==> config.mk <==
export PLATFORM = sky130hd
export DESIGN_NAME = control_temperatura_flat
export DESIGN_NICKNAME = d
export VERILOG_FILES = /design/src/rtl/control_temperatura_if.sv /design/src/rtl/control_temperatura.sv /design/src/flat_wrapper.sv
export SDC_FILE = /design/constraint.sdc
export NUM_CORES = 1
export LEC_CHECK = 0
export CAP_MARGIN = 20
export CORE_ASPECT_RATIO = 0.5
export CORE_MARGIN = 2
export CORE_UTILIZATION = 45
export DETAILED_ROUTE_END_ITERATION = 8
export PLACE_DENSITY = 0.68
export RECOVER_POWER = 50
export SLEW_MARGIN = 25
export SYNTH_ARGS = -nofsm -noshare
export SYNTH_HDL_FRONTEND = slang
export SYNTH_SLANG_ARGS = --single-unit
==> constraint.sdc <==
create_clock -name clock -period 2.5 [get_ports clock]
set_clock_uncertainty 0.1 [all_clocks]
set_input_delay 0.5 -clock clock [delete_from_list [all_inputs] [get_ports clock]]
set_output_delay 0.5 -clock clock [all_outputs]
set_load 0.005 [all_outputs]
==> src/rtl/control_temperatura_if.sv <==
// Bus between the thermal controller and the measurement unit / system side.
// Latency: none, wires only.
// Backpressure: lect stays high until temp_valida answers or the watchdog fires.
interface control_temperatura_if;
   logic       en_sist;
   logic [4:0] temperatura;
   logic       temp_valida;
   logic       lect;
   logic       en_m1;
   logic [4:0] temp_prom;
   logic       est_ventilador;
   logic       est_alarma;
   logic       err_sensor;
   logic [1:0] estados;

   // Controller side: issues reads and reports the thermal state.
   modport master (
      input  en_sist, temperatura, temp_valida,
      output lect, en_m1, temp_prom, est_ventilador, est_alarma, err_sensor, estados
   );

   // Environment side: measurement unit plus system enable.
   modport slave (
      output en_sist, temperatura, temp_valida,
      input  lect, en_m1, temp_prom, est_ventilador, est_alarma, err_sensor, estados
   );
endinterface

==> src/rtl/control_temperatura.sv <==
// Periodic sampler: 4 reads -> average -> fan/alarm hysteresis, with a sensor watchdog.
// Latency: 4th valid sample -> temp_prom +1 edge -> est_*/estados +2 edges.
// Backpressure: lect is held until temp_valida or TIMEOUT cycles, then fail-safe.
module control_temperatura #(
   parameter int PERIODO_MUESTRA = 16,
   parameter int TIMEOUT         = 8,
   parameter int UMBRAL_VENT     = 20,
   parameter int UMBRAL_ALARMA   = 28,
   parameter int HISTERESIS      = 2
) (
   input logic                   clock,
   input logic                   reset,
   control_temperatura_if.master bus
);

   localparam logic [1:0] REPOSO  = 2'd0;
   localparam logic [1:0] ESPERA  = 2'd1;
   localparam logic [1:0] LECTURA = 2'd2;
   localparam logic [1:0] EVALUA  = 2'd3;

   localparam int TW  = (PERIODO_MUESTRA > 2) ? $clog2(PERIODO_MUESTRA) : 1;
   localparam int TOW = (TIMEOUT > 2) ? $clog2(TIMEOUT) : 1;

   localparam logic [TW-1:0]  T_FIN  = TW'(PERIODO_MUESTRA - 1);
   localparam logic [TOW-1:0] TO_FIN = TOW'(TIMEOUT - 1);

   localparam logic [4:0] A_ON  = 5'(UMBRAL_ALARMA);
   localparam logic [4:0] A_OFF = 5'(UMBRAL_ALARMA - HISTERESIS);
   localparam logic [4:0] V_ON  = 5'(UMBRAL_VENT);
   localparam logic [4:0] V_OFF = 5'(UMBRAL_VENT - HISTERESIS);

   logic [1:0]     estado;
   logic [TW-1:0]  timer;
   logic [TOW-1:0] tcnt;
   logic [1:0]     ncnt;
   logic [6:0]     acc;
   logic [6:0]     suma;
   logic [4:0]     prom;
   logic           vent;
   logic           alarma;
   logic           err;
   logic [1:0]     est;
   logic           alarma_n;
   logic           vent_n;

   assign suma = acc + {2'b00, bus.temperatura};

   assign bus.lect           = (estado == LECTURA);
   assign bus.en_m1          = (estado != REPOSO);
   assign bus.temp_prom      = prom;
   assign bus.est_ventilador = vent;
   assign bus.est_alarma     = alarma;
   assign bus.err_sensor     = err;
   assign bus.estados        = est;

   // Hysteresis decision on the latched average; fan follows the new alarm state.
   always_comb begin
      alarma_n = alarma;
      if (prom >= A_ON)
         alarma_n = 1'b1;
      else if (prom < A_OFF)
         alarma_n = 1'b0;
      vent_n = vent;
      if (prom >= V_ON || alarma_n)
         vent_n = 1'b1;
      else if (prom < V_OFF)
         vent_n = 1'b0;
   end

   // Sequencer: wait period, read with watchdog, accumulate, evaluate.
   always_ff @(posedge clock) begin
      if (!reset) begin
         estado <= REPOSO;
         timer  <= '0;
         tcnt   <= '0;
         ncnt   <= '0;
         acc    <= '0;
         prom   <= '0;
         vent   <= 1'b0;
         alarma <= 1'b0;
         err    <= 1'b0;
         est    <= 2'b00;
      end else if (!bus.en_sist) begin
         // Disable drops everything except the last average.
         estado <= REPOSO;
         timer  <= '0;
         tcnt   <= '0;
         ncnt   <= '0;
         acc    <= '0;
         vent   <= 1'b0;
         alarma <= 1'b0;
         err    <= 1'b0;
         est    <= 2'b00;
      end else begin
         case (estado)
            REPOSO: begin
               vent   <= 1'b0;
               alarma <= 1'b0;
               err    <= 1'b0;
               est    <= 2'b00;
               timer  <= '0;
               estado <= ESPERA;
            end
            ESPERA: begin
               if (timer == T_FIN) begin
                  timer  <= '0;
                  tcnt   <= '0;
                  estado <= LECTURA;
               end else begin
                  timer <= timer + 1'b1;
               end
            end
            LECTURA: begin
               // A sample arriving on the last watchdog cycle still counts.
               if (bus.temp_valida) begin
                  tcnt <= '0;
                  if (ncnt == 2'd3) begin
                     prom   <= 5'(suma >> 2);
                     acc    <= '0;
                     ncnt   <= '0;
                     estado <= EVALUA;
                  end else begin
                     acc    <= suma;
                     ncnt   <= ncnt + 1'b1;
                     estado <= ESPERA;
                  end
               end else if (tcnt == TO_FIN) begin
                  tcnt   <= '0;
                  acc    <= '0;
                  ncnt   <= '0;
                  vent   <= 1'b1;
                  alarma <= 1'b1;
                  err    <= 1'b1;
                  est    <= 2'b11;
                  estado <= ESPERA;
               end else begin
                  tcnt <= tcnt + 1'b1;
               end
            end
            EVALUA: begin
               vent   <= vent_n;
               alarma <= alarma_n;
               err    <= 1'b0;
               est    <= alarma_n ? 2'b10 : (vent_n ? 2'b01 : 2'b00);
               estado <= ESPERA;
            end
            default: estado <= REPOSO;
         endcase
      end
   end

endmodule

==> src/flat_wrapper.sv <==
// flat-port wrapper written by rule: the top's interface ports become plain ports
module control_temperatura_flat 
#(
   parameter int PERIODO_MUESTRA = 16,
   parameter int TIMEOUT         = 8,
   parameter int UMBRAL_VENT     = 20,
   parameter int UMBRAL_ALARMA   = 28,
   parameter int HISTERESIS      = 2
)
  (clock, reset, bus_en_sist, bus_temperatura, bus_temp_valida, bus_lect, bus_en_m1, bus_temp_prom, bus_est_ventilador, bus_est_alarma, bus_err_sensor, bus_estados);
  control_temperatura_if bus_i ();
  input logic clock;
  input logic reset;
  input wire logic [$bits(bus_i.en_sist)-1:0] bus_en_sist;
  input wire logic [$bits(bus_i.temperatura)-1:0] bus_temperatura;
  input wire logic [$bits(bus_i.temp_valida)-1:0] bus_temp_valida;
  output wire logic [$bits(bus_i.lect)-1:0] bus_lect;
  output wire logic [$bits(bus_i.en_m1)-1:0] bus_en_m1;
  output wire logic [$bits(bus_i.temp_prom)-1:0] bus_temp_prom;
  output wire logic [$bits(bus_i.est_ventilador)-1:0] bus_est_ventilador;
  output wire logic [$bits(bus_i.est_alarma)-1:0] bus_est_alarma;
  output wire logic [$bits(bus_i.err_sensor)-1:0] bus_err_sensor;
  output wire logic [$bits(bus_i.estados)-1:0] bus_estados;
  assign bus_i.en_sist = bus_en_sist;
  assign bus_i.temperatura = bus_temperatura;
  assign bus_i.temp_valida = bus_temp_valida;
  assign bus_lect = bus_i.lect;
  assign bus_en_m1 = bus_i.en_m1;
  assign bus_temp_prom = bus_i.temp_prom;
  assign bus_est_ventilador = bus_i.est_ventilador;
  assign bus_est_alarma = bus_i.est_alarma;
  assign bus_err_sensor = bus_i.err_sensor;
  assign bus_estados = bus_i.estados;
  control_temperatura #(.PERIODO_MUESTRA(PERIODO_MUESTRA), .TIMEOUT(TIMEOUT), .UMBRAL_VENT(UMBRAL_VENT), .UMBRAL_ALARMA(UMBRAL_ALARMA), .HISTERESIS(HISTERESIS)) u_core (.clock(clock), .reset(reset), .bus(bus_i));
endmodule
======== Yosys cells after proc, flatten, opt, wreduce, memory -nomap -nowiden ========
Cells that the tools add are included.
word-level totals
  register bits after elaboration ......... 28
operators by class
  muxes and demuxes ....................... 31
  reduce and logical (&&, ||, !) cells .... 16
  $lt $le $gt $ge ......................... 4
  equality and inequality tests ........... 10
  $add $sub $neg .......................... 4
operator list
  kind                 count
  $mux 7               3
  $mux 2               10
  $pmux 2 s3           2
  $ge 5x5->1 const B   2
  $lt 5x5->1 const B   2
  $reduce_bool 2->1    5
  $mux 3               3
  $pmux 4 s2           1
  $reduce_and 2->1     4
  $add 7x5->7          1
  $mux 1               7
  $eq 2x2->1 const B   3
  $pmux 1 s3           2
  $pmux 3 s2           1
  $reduce_and 3->1     2
  $add 4x1->4 const B  1
  $eq 4x4->1 const B   1
  $mux 4               1
  $ne 2x1->1 const B   2
  $reduce_and 4->1     1
  $add 3x1->3 const B  1
  $eq 3x3->1 const B   1
  $ne 3x2->1 const B   1
  $reduce_bool 3->1    1
  7 further kinds      7

======== Longest topological paths before layout ========
Gate-level depths: netlist (run 1).
  word-level depth ........................ 8
  gate-level depth with buffers ........... 7
  gate-level depth less buffers ........... 7

======== Worst setup path after synthesis (run 1) ========
No wires, ideal clock.
  path type ............................... input-to-reg
  start ................................... in bus_temperatura[0]
  end ..................................... reg u_core.acc[6]
  stages .................................. 7
  arrival ................................. 1.884 ns
  slack ................................... 0.442 ns
  cells stage by stage .................... ha_1 -> inv_1 -> fa_1 -> nor2b_1 -> o2111ai_1 -> a211o_1 -> a31oi_1
on the way
  longest elaborated chain between the ends .. 3
ends and longest elaborated chain
  element               line                        source
  from (decl)           flat_wrapper.sv:15          input wire logic [$bits(bus_i.temperatura)-1:0] bus_temperatura;
  $add 7x5->7           control_temperatura.sv:46   assign suma = acc + {2'b00, bus.temperatura};
  $mux 7                control_temperatura.sv:117  if (ncnt == 2'd3) begin
  $mux 7                control_temperatura.sv:115  if (bus.temp_valida) begin
  to (signal assigned)  control_temperatura.sv:123  acc <= suma;
  to (decl)             control_temperatura.sv:36   logic [6:0] acc;
No other way between the ends.
A chain may end at the register's enable or synchronous reset.

======== Final worst setup path (run 1) ========
  start ................................... reg u_core.estado[0]
  end ..................................... out bus_lect
on the way
  longest elaborated chain between the ends .. 1
ends and longest elaborated chain
  element                 line                        source
  from (decl)             control_temperatura.sv:32   logic [1:0] estado;
  from (signal assigned)  control_temperatura.sv:73   estado <= REPOSO;
  from (signal assigned)  control_temperatura.sv:85   estado <= REPOSO;
  from (signal assigned)  control_temperatura.sv:102  estado <= ESPERA;
  $eq 2x2->1              control_temperatura.sv:48   assign bus.lect = (estado == LECTURA);
  to (decl)               flat_wrapper.sv:17          output wire logic [$bits(bus_i.lect)-1:0] bus_lect;
No other way between the ends.

==> flow_summary_export.csv, run 1 <==
group,metric,value,unit
setup_path,crit_fanout,13,
synth,synth-seq-area-share,35.0,%
routing,vias,1379,
cts,clock_latency,270,ps
power_and_ir_drop,leakage,0.754,nW
routing,drtIter0Drc,57,
sta,fmax,426,MHz
cts,post-cts-setup-buffer-count,0,
routing,drc,0,
routing,drt_wl_total,3.24,mm
cts,ctsHoldBuffers,0,
synth,syn-instance-count,181,
floorplanning,die_w,86.8,um
place,hpwl,2.46,mm
setup_path,arrival,1750,ps
place,place.gp.congestion,0.775,
final_layout,final_nets,231,
power_and_ir_drop,power.total,817,uW
final_layout,fin_cells,246,
cts,ctsResizeCount,0,
final_layout,fin_area,0.00186,mm2
global_routing,grt_pass1_wl,5.40,mm
place,placed_area,0.00182,mm2
setup_path,critical_path_class,"register to output port",
sta,rsz0062_at_grt,"false",
floorplanning,ios,21,
cts,cts_inserted_buffers,3,
setup_path,worst-r2r-setup-slack,480,ps
routing,drt-vias-per-instance,5.61,
synth,synth_warnings,0,
synth,async_flop_share,0,%
synth,synth_fa_ha_area_share,12.7,%
synth,mappedNetlistNets,205,
synth,synth_ff_type,"dfxtp_1",
setup_path,crit_path_start,"u_core.estado[0]",
cts,cts_tree,"done",
routing,postRouteAntennaNets,0,
power_and_ir_drop,switchingPower,209,uW
sta,hold_viol_final,0,
sta,fin_crit_sh,94.0,%
place,place_inst,242,
setup_path,timing.rr.end,"u_core.tcnt[0]",
floorplanning,start_util,49.2,%
setup_path,endpoint,"bus_lect",
global_routing,grt_util_all_layers,17.5,%
sta,worst_pin_slew,710,ps
setup_path,reg2reg_from,"u_core.estado[0]",
power_and_ir_drop,internal_power,608,uW
global_routing,grt_pass1_vias,1173,
power_and_ir_drop,swShare,25.6,%
power_and_ir_drop,ir_worst_vdd,0.256,mV
synth,synth_area_per_cell,8.52,um2
cts,htree_num_levels,1,
floorplanning,die-area,0.00394,mm2
setup_path,worstSetupEndpointType,"output port",
place,io_buffer_count,20,
worst_hold_path,hold_path_class,"register to register",
synth,synth.mux.area_fraction,2.92,%
global_routing,antenna_found_initial,0,
final_layout,layout_common_cells,"27 x dfxtp_1, 22 x nor2_1, 14 x nand2_1, 14 x ha_1, 11 x dlygate4sd3_1",
sta,drv_slew,0,
synth,synth_compound_area_share,23.0,%
cts,clock-sinks,27,
final_layout,drive_gt1_share,7.28,%
floorplanning,core_area,0.00314,mm2
floorplanning,die-height,45.4,um
global_routing,grt-ovfl-total,0,
routing,wl_per_cell,13.2,um
sta,fin_crit,2350,ps
synth,synthSimpleGateAreaFrac,21.2,%
synth,synth_area,0.00154,mm2
synth,ys_seq_elements,27,
global_routing,grt_max_degree,15,
cts,clockRootBuffer,"clkbuf_8",
synth,synth_top_family_by_area,"compound AO/OA/AOI/OAI gates",
synth,synth_area_leaders,"dfxtp_1 35%, ha_1 11%, nor2_1 5.4%",
final_layout,area_growth,20.7,%
setup_path,start_kind,"register",
power_and_ir_drop,p_seq_share,54.3,%
status,status,"complete, no violations",
synth,yosys.area.top_type,"dfxtp_1",
power_and_ir_drop,power_density,439,mW/mm2
floorplanning,rows,14,
power_and_ir_drop,clkPwrFrac,31.0,%
setup_path,worstPathRequired,1900,ps
synth,synth.top_cell.area_share,35.0,%
sta,finalSetupViolCount,0,
cts,cts_buffer_depth,2,
setup_path,r2r_cells,6,
sta,maxSlewHeadroom,52.4,%
synth,synthXorXnorAreaFrac,0.568,%
synth,synth_edf_count,0,
final_layout,layout_commonest_cell,"dfxtp_1",
final_layout,diodes,0,
power_and_ir_drop,power_frac_comb,14.7,%
flow_run,maxCapViolations,0,
routing,firstDrtPassIters,4,
synth,ys_types,46,
cts,clk_pin_slew,100,ps
## stage by stage
| step | setup slack (ps) | TNS [ps] | hold WS [ps] | util (%) |
|---|---|---|---|---|
| 2_1_floorplan | 442 | 0 | 336 | - |
| 6_report | 150 | 0 | 356 | 59.4 |
| 5_1_grt | 50.7 | 0 | 380 | 59.4 |
| 3_5_place_dp | -45.3 | -45.3 | 350 | 58.1 |
| 3_3_place_gp | -17.0 | -17.0 | 347 | 58.1 |
| 4_1_cts | 138 | 0 | 364 | 59.5 |
## worst max-delay path: stages, from the launching register on
cell and delay (ps):
dfxtp_1 360, inv_1 90, ha_1 440, clkdlybuf4s50_1 590
## power by group through the flow
stage               clock [mW]  sequential (mW)  combinational (mW)
finish                   0.253            0.444               0.120
global route             0.283            0.446               0.133
CTS                      0.261            0.444               0.123
global placement             0            0.454               0.121
floorplan                    0            0.453              0.0759
detailed placement           0            0.454               0.123
## synthesized netlist by cell type, types with 4 or more instances
cell type   n
dfxtp_1    27
nand3b_1    4
o21ai_0     4
and3_1      4
nor2_1     22
nand2_1    14
a211oi_1    7
inv_1       9
nand4_1     4
nand3_1     6
clkbuf_1    4
ha_1       14
a21oi_1     9
o21ai_1     4
## flip-flops by register name (all words and copies together) (netlist names)
register,cells
u_core.acc,7
u_core.bus.err_sensor,1
u_core.bus.estados,2
u_core.timer,4
u_core.bus.temp_prom,5
u_core.ncnt,2
u_core.estado,2
u_core.tcnt,3
u_core.bus.est_ventilador,1
## cell families (layout without fill, tap and decap cells)
kind of cell,after synthesis,in the layout
simple gates,66,66
fa+ha+maj,15,15
compound gates,51,51
buf+inv,17,42
mux,4,4
flops,27,27
xor+xnor,1,1
## metal layers
metal	global-route usage [%]	part of all wire (%)
met3	5.43	3.0
met2	28.4	45
met5	0	0
met1	23.7	52
met4	3.13	0.34
## final cells by class
type,instances,area (um2)
clock buffer,4,45.0
fill,285,1270
inverter,10,37.5
multi-input combinational,137,932
sequential,27,541
tap,40,50.0
timing repair buffer,28,256
## worst min-delay path by stage
stage | from | end | slack [ps] | cells after the start
3_5_place_dp | u_core.bus.temp_prom[0] | u_core.bus.temp_prom[0] | 350 | 2
2_1_floorplan | u_core.acc[3] | u_core.acc[3] | 340 | 2
4_1_cts | u_core.bus.temp_prom[0] | u_core.bus.temp_prom[0] | 360 | 2
6_report | u_core.bus.temp_prom[0] | u_core.bus.temp_prom[0] | 360 | 2
5_1_grt | u_core.bus.temp_prom[0] | u_core.bus.temp_prom[0] | 380 | 2
3_3_place_gp | u_core.bus.temp_prom[0] | u_core.bus.temp_prom[0] | 350 | 2
(Power assumes the default switching activity.)
==> run 2, diff against run 1 <==
Settings changed: CORE_UTILIZATION 45 to 54, PLACE_DENSITY 0.68 to 0.79.
==> run 2 against run 1 <==
Against the previous run: die area down 16%; power up 0.93%; wire length up 6.8%; register-to-register slack better by 20 ps; critical endpoint is now u_core.acc[6]; first-iteration DRC count down 18%; combinational power about the same; via count up 3.9%; largest power group unchanged.
==> flow_summary_export.csv, run 2 (same netlist as run 1, synthesis figures left out) <==
group,metric,value,unit
cts,cts_inserted_buffers,3,
sta,maxSlewHeadroom,59.9,%
global_routing,grt_pass1_vias,1316,
place,preCtsSetupSlack,-75.5,ps
final_layout,drive_gt1_share,8.21,%
floorplanning,core_area,0.00265,mm2
setup_path,crit_fanout,3,
cts,ctsResizeCount,0,
final_layout,final_nets,232,
cts,ctsHoldBuffers,0,
routing,wl_per_cell,14.2,um
routing,firstDrtPassIters,4,
cts,cts_tree,"done",
floorplanning,die_w,79.6,um
sta,worst_pin_slew,601,ps
routing,postRouteAntennaNets,0,
setup_path,worstSetupEndpointType,"register",
sta,finalSetupViolCount,0,
status,status,"complete, no violations",
setup_path,crit_chain,"dlygate4sd3_1, ha_1, inv_1, fa_1, nor2b_1, o2111ai_1, a211o_1, a31oi_1",
floorplanning,rows,13,
setup_path,r2r_cells,6,
setup_path,max_stage_delay,530,ps
final_layout,layout_commonest_cell,"dfxtp_1",
floorplanning,die-height,41.8,um
cts,clockRootBuffer,"clkbuf_8",
routing,drt-vias-per-instance,5.87,
setup_path,slowest_stage,"dlygate4sd3_1",
setup_path,worstPathRequired,2610,ps
worst_hold_path,hold_path_class,"register to register",
place,io_buffer_count,20,
place,hpwl,2.54,mm
routing,drc,0,
setup_path,arrival,2470,ps
floorplanning,die-area,0.00333,mm2
cts,clk_pin_slew,90,ps
power_and_ir_drop,power_density,441,mW/mm2
final_layout,layout_common_cells,"27 x dfxtp_1, 22 x nor2_1, 14 x nand2_1, 14 x ha_1, 12 x dlygate4sd3_1",
final_layout,diodes,0,
power_and_ir_drop,power.total,825,uW
sta,hold_viol_final,0,
final_layout,regMostFlops,"u_core.acc",
global_routing,grt_util_all_layers,22.1,%
floorplanning,start_util,58.2,%
floorplanning,ios,21,
setup_path,critical_path_class,"input pin to register",
cts,clock_latency,280,ps
global_routing,grt-ovfl-total,0,
final_layout,largest_reg_flops,7,
cts,htree_num_levels,1,
sta,fin_crit_sh,94.7,%
place,place.gp.congestion,0.786,
routing,drtIter0Drc,47,
final_layout,utilization,70.5,%
routing,vias,1433,
cts,cts_buffer_depth,2,
sta,fin_crit,2370,ps
final_layout,fillers,225,
sta,holdWs,367,ps
power_and_ir_drop,leakage,0.758,nW
sta,fmax,423,MHz
routing,drt_wl_total,3.46,mm
cts,post-cts-setup-buffer-count,0,
global_routing,grt_pass1_wl,5.81,mm
worst_hold_path,hold_path_depth,2,
power_and_ir_drop,ir_worst_vdd,0.235,mV
sta,worst_slack,133,ps
cts,clock-sinks,27,
setup_path,start_kind,"input pin",
sta,rsz0062_at_grt,"false",
global_routing,grt_max_degree,17,
flow_run,maxCapViolations,0,
global_routing,antenna_found_initial,0,
sta,drv_slew,0,
final_layout,area_growth,21.2,%
[run 2: cell count changes in the layout (fill, tap and decap cells not counted), sizes merged]
cell / change
clkbuf: -1
clkinvlp: +1
clkdlybuf4s50: -1
dlygate4sd3: +1
buf: +1
[run 2: area by class of cell]
| class | count | area (um2) | area share (%) |
|---|---|---|---|
| clock inverters | 1 | 7.51 | 0.402 |
| multi-input cells | 137 | 932 | 49.9 |
| inverters | 10 | 37.5 | 2.01 |
| repair buffers | 29 | 264 | 14.1 |
| clock buffers | 3 | 41.3 | 2.21 |
| flip-flops and latches | 27 | 541 | 28.9 |
| well taps | 37 | 46.3 | 2.48 |
[run 2: worst max-delay path, delay by kind of cell]
kind / cells / cell delay, ps
AOI/OAI and AO/OA: 3 / 650
adders and majority gates: 2 / 570
buffers and inverters: 2 / 590
and+or+nand+nor: 1 / 170
[run 2: layer usage]
layer | part of all wire [%] | up-vias | GRT usage, %
met1 | 45 | 670 | 26.8
met5 | 0 | - | 0
met4 | 0.92 | 0 | 5.17
met3 | 4.4 | 6 | 5.65
li1 | - | 719 | -
met2 | 50 | 38 | 39.3
[run 2: worst paths after layout]
kind                                    startpoint              to  slack (ps)
worst max-delay path            bus_temperatura[0]   u_core.acc[6]         130
worst min-delay path                 u_core.acc[4]   u_core.acc[4]         370
worst max register to register    u_core.estado[0]  u_core.tcnt[0]         500
worst min register to register       u_core.acc[4]   u_core.acc[4]         370
[run 2: stage by stage]
step	instances	instance area (um2)	TNS, ps
final	244	1870	0
after global routing	244	1870	0
after CTS	244	1870	0
after detailed placement	240	1820	-75.5
after global placement	240	1820	-10.0
after floorplan	181	1540	0
[run 2: power by group]
part	switching [mW]	internal, mW
combinational	0.0648	0.0577
clock	0.145	0.113
sequential	0.00687	0.437
total	0.216	0.609
==> run 3, diff against run 2 <==
Settings changed: CELL_PAD_IN_SITES_DETAIL_PLACEMENT from default to 2, CELL_PAD_IN_SITES_GLOBAL_PLACEMENT from default to 2, CORE_UTILIZATION 54 to 32, PLACE_DENSITY 0.79 to default, PLACE_DENSITY_LB_ADDON from default to 0.1.
==> run 3 against run 2 <==
Against the previous run: worst setup slack better by 66 ps; non-clock buffer count rose by 4; combinational power grew 6%; register-to-register slack got worse by 30 ps; global-route usage fell by 4.1 points; die area is 63% higher; clock power hardly changed; count of clock-buffer cells in the layout is the same; wire length up 25%; critical endpoint unchanged; worst hold slack got worse by 2.0 ps; first-iteration DRC count shrank 66%; via count up 0.98%.
==> flow_summary_export.csv, run 3 (same netlist as run 1, synthesis figures left out) <==
group,metric,value,unit
cts,clk_pin_slew,90,ps
cts,htree_num_levels,1,
setup_path,crit_fanout,3,
setup_path,worstSetupEndpointType,"register",
status,status,"complete, no violations",
final_layout,area_growth,25.0,%
routing,vias,1447,
worst_hold_path,hold_path_class,"register to register",
power_and_ir_drop,power.total,832,uW
sta,rsz0062_at_grt,"false",
sta,hold_viol_final,0,
setup_path,arrival,2400,ps
floorplanning,die_w,102,um
cts,ctsResizeCount,0,
sta,worst_pin_slew,516,ps
sta,fin_crit,2300,ps
power_and_ir_drop,leakage,0.770,nW
flow_run,maxCapViolations,0,
routing,drt_wl_total,4.34,mm
cts,cts_inserted_buffers,3,
routing,firstDrtPassIters,4,
global_routing,grt-ovfl-total,0,
sta,setup_tns,0,ps
sta,fin_crit_sh,92.0,%
place,placed_area,0.00189,mm2
cts,clock_latency,280,ps
final_layout,layout_commonest_cell,"dfxtp_1",
final_layout,diodes,0,
place,place.gp.congestion,0.762,
cts,post-cts-setup-buffer-count,0,
place,io_buffer_count,20,
sta,drv_slew,0,
floorplanning,rows,17,
floorplanning,core_area,0.00451,mm2
final_layout,regMostFlops,"u_core.acc",
setup_path,worst-r2r-setup-slack,470,ps
routing,drc,0,
routing,drt-vias-per-instance,5.22,
cts,cts_tree,"done",
floorplanning,die-height,53.1,um
floorplanning,start_util,34.2,%
final_layout,final_nets,236,
power_and_ir_drop,ir_worst_vdd,0.216,mV
final_layout,fin_area,0.00193,mm2
global_routing,grt_pass1_vias,1576,
global_routing,antenna_found_initial,0,
routing,postRouteAntennaNets,0,
final_layout,utilization,42.8,%
floorplanning,ios,21,
global_routing,grt_pass1_wl,7.38,mm
power_and_ir_drop,power_density,431,mW/mm2
sta,fmax,435,MHz
setup_path,worstPathRequired,2600,ps
sta,finalSetupViolCount,0,
global_routing,grt_max_degree,16,
sta,maxSlewHeadroom,65.6,%
routing,wl_per_cell,15.7,um
global_routing,grt_util_all_layers,18.0,%
cts,ctsHoldBuffers,0,
setup_path,critical_path_class,"input pin to register",
final_layout,fillers,527,
final_layout,largest_reg_flops,7,
cts,clock-sinks,27,
setup_path,start_kind,"input pin",
cts,clockRootBuffer,"clkbuf_8",
final_layout,layout_common_cells,"27 x dfxtp_1, 22 x nor2_1, 14 x nand2_1",
floorplanning,die-area,0.00543,mm2
sta,holdWs,365,ps
cts,cts_buffer_depth,2,
place,hpwl,3.52,mm
final_layout,drive_gt1_share,9.48,%
routing,drtIter0Drc,16,
run 3: through the flow:
stage	setup slack (ps)	instances
final	200	277
after global routing	32.4	277
after CTS	75.2	277
after detailed placement	-99.7	273
after global placement	-23.8	273
after floorplan	442	181
run 3: report_power, final:
part,switching (mW),internal (mW)
Sequential,0.00737,0.438
Clock,0.145,0.112
Combinational,0.0702,0.0591
run 3: path summary, 6_finish.rpt:
check / startpoint / to / depth (start not counted)
hold reg to reg: u_core.bus.temp_prom[0] / u_core.bus.temp_prom[0] / 2
hold / removal: u_core.bus.temp_prom[0] / u_core.bus.temp_prom[0] / 2
setup / recovery: bus_temperatura[0] / u_core.acc[6] / 8
setup reg to reg: u_core.estado[0] / u_core.tcnt[0] / 6
run 3: area by class of cell:
type / instances / area, um2 / area share [%]
timing repair buffer: 33 / 290 / 15.1
sequential: 27 / 541 / 28.0
inverter: 10 / 37.5 / 1.95
tap: 66 / 82.6 / 4.28
clock buffer: 3 / 41.3 / 2.14
clock inverter: 1 / 5.00 / 0.260
multi-input combinational: 137 / 931 / 48.3
run 3: critical path, stage by stage:
cell             delay (ps)
clkdlybuf4s50_1         460
ha_1                    160
inv_1                    60
fa_1                    410
nor2b_1                 170
o2111ai_1               170
a211o_1                 300
a31oi_1                 160
run 3: per-layer routing:
layer  wire length, um  global-route usage [%]
met5                 0                       0
met4                36                    3.78
met3               122                    4.23
met2              2240                    35.6
met1              1940                    19.9
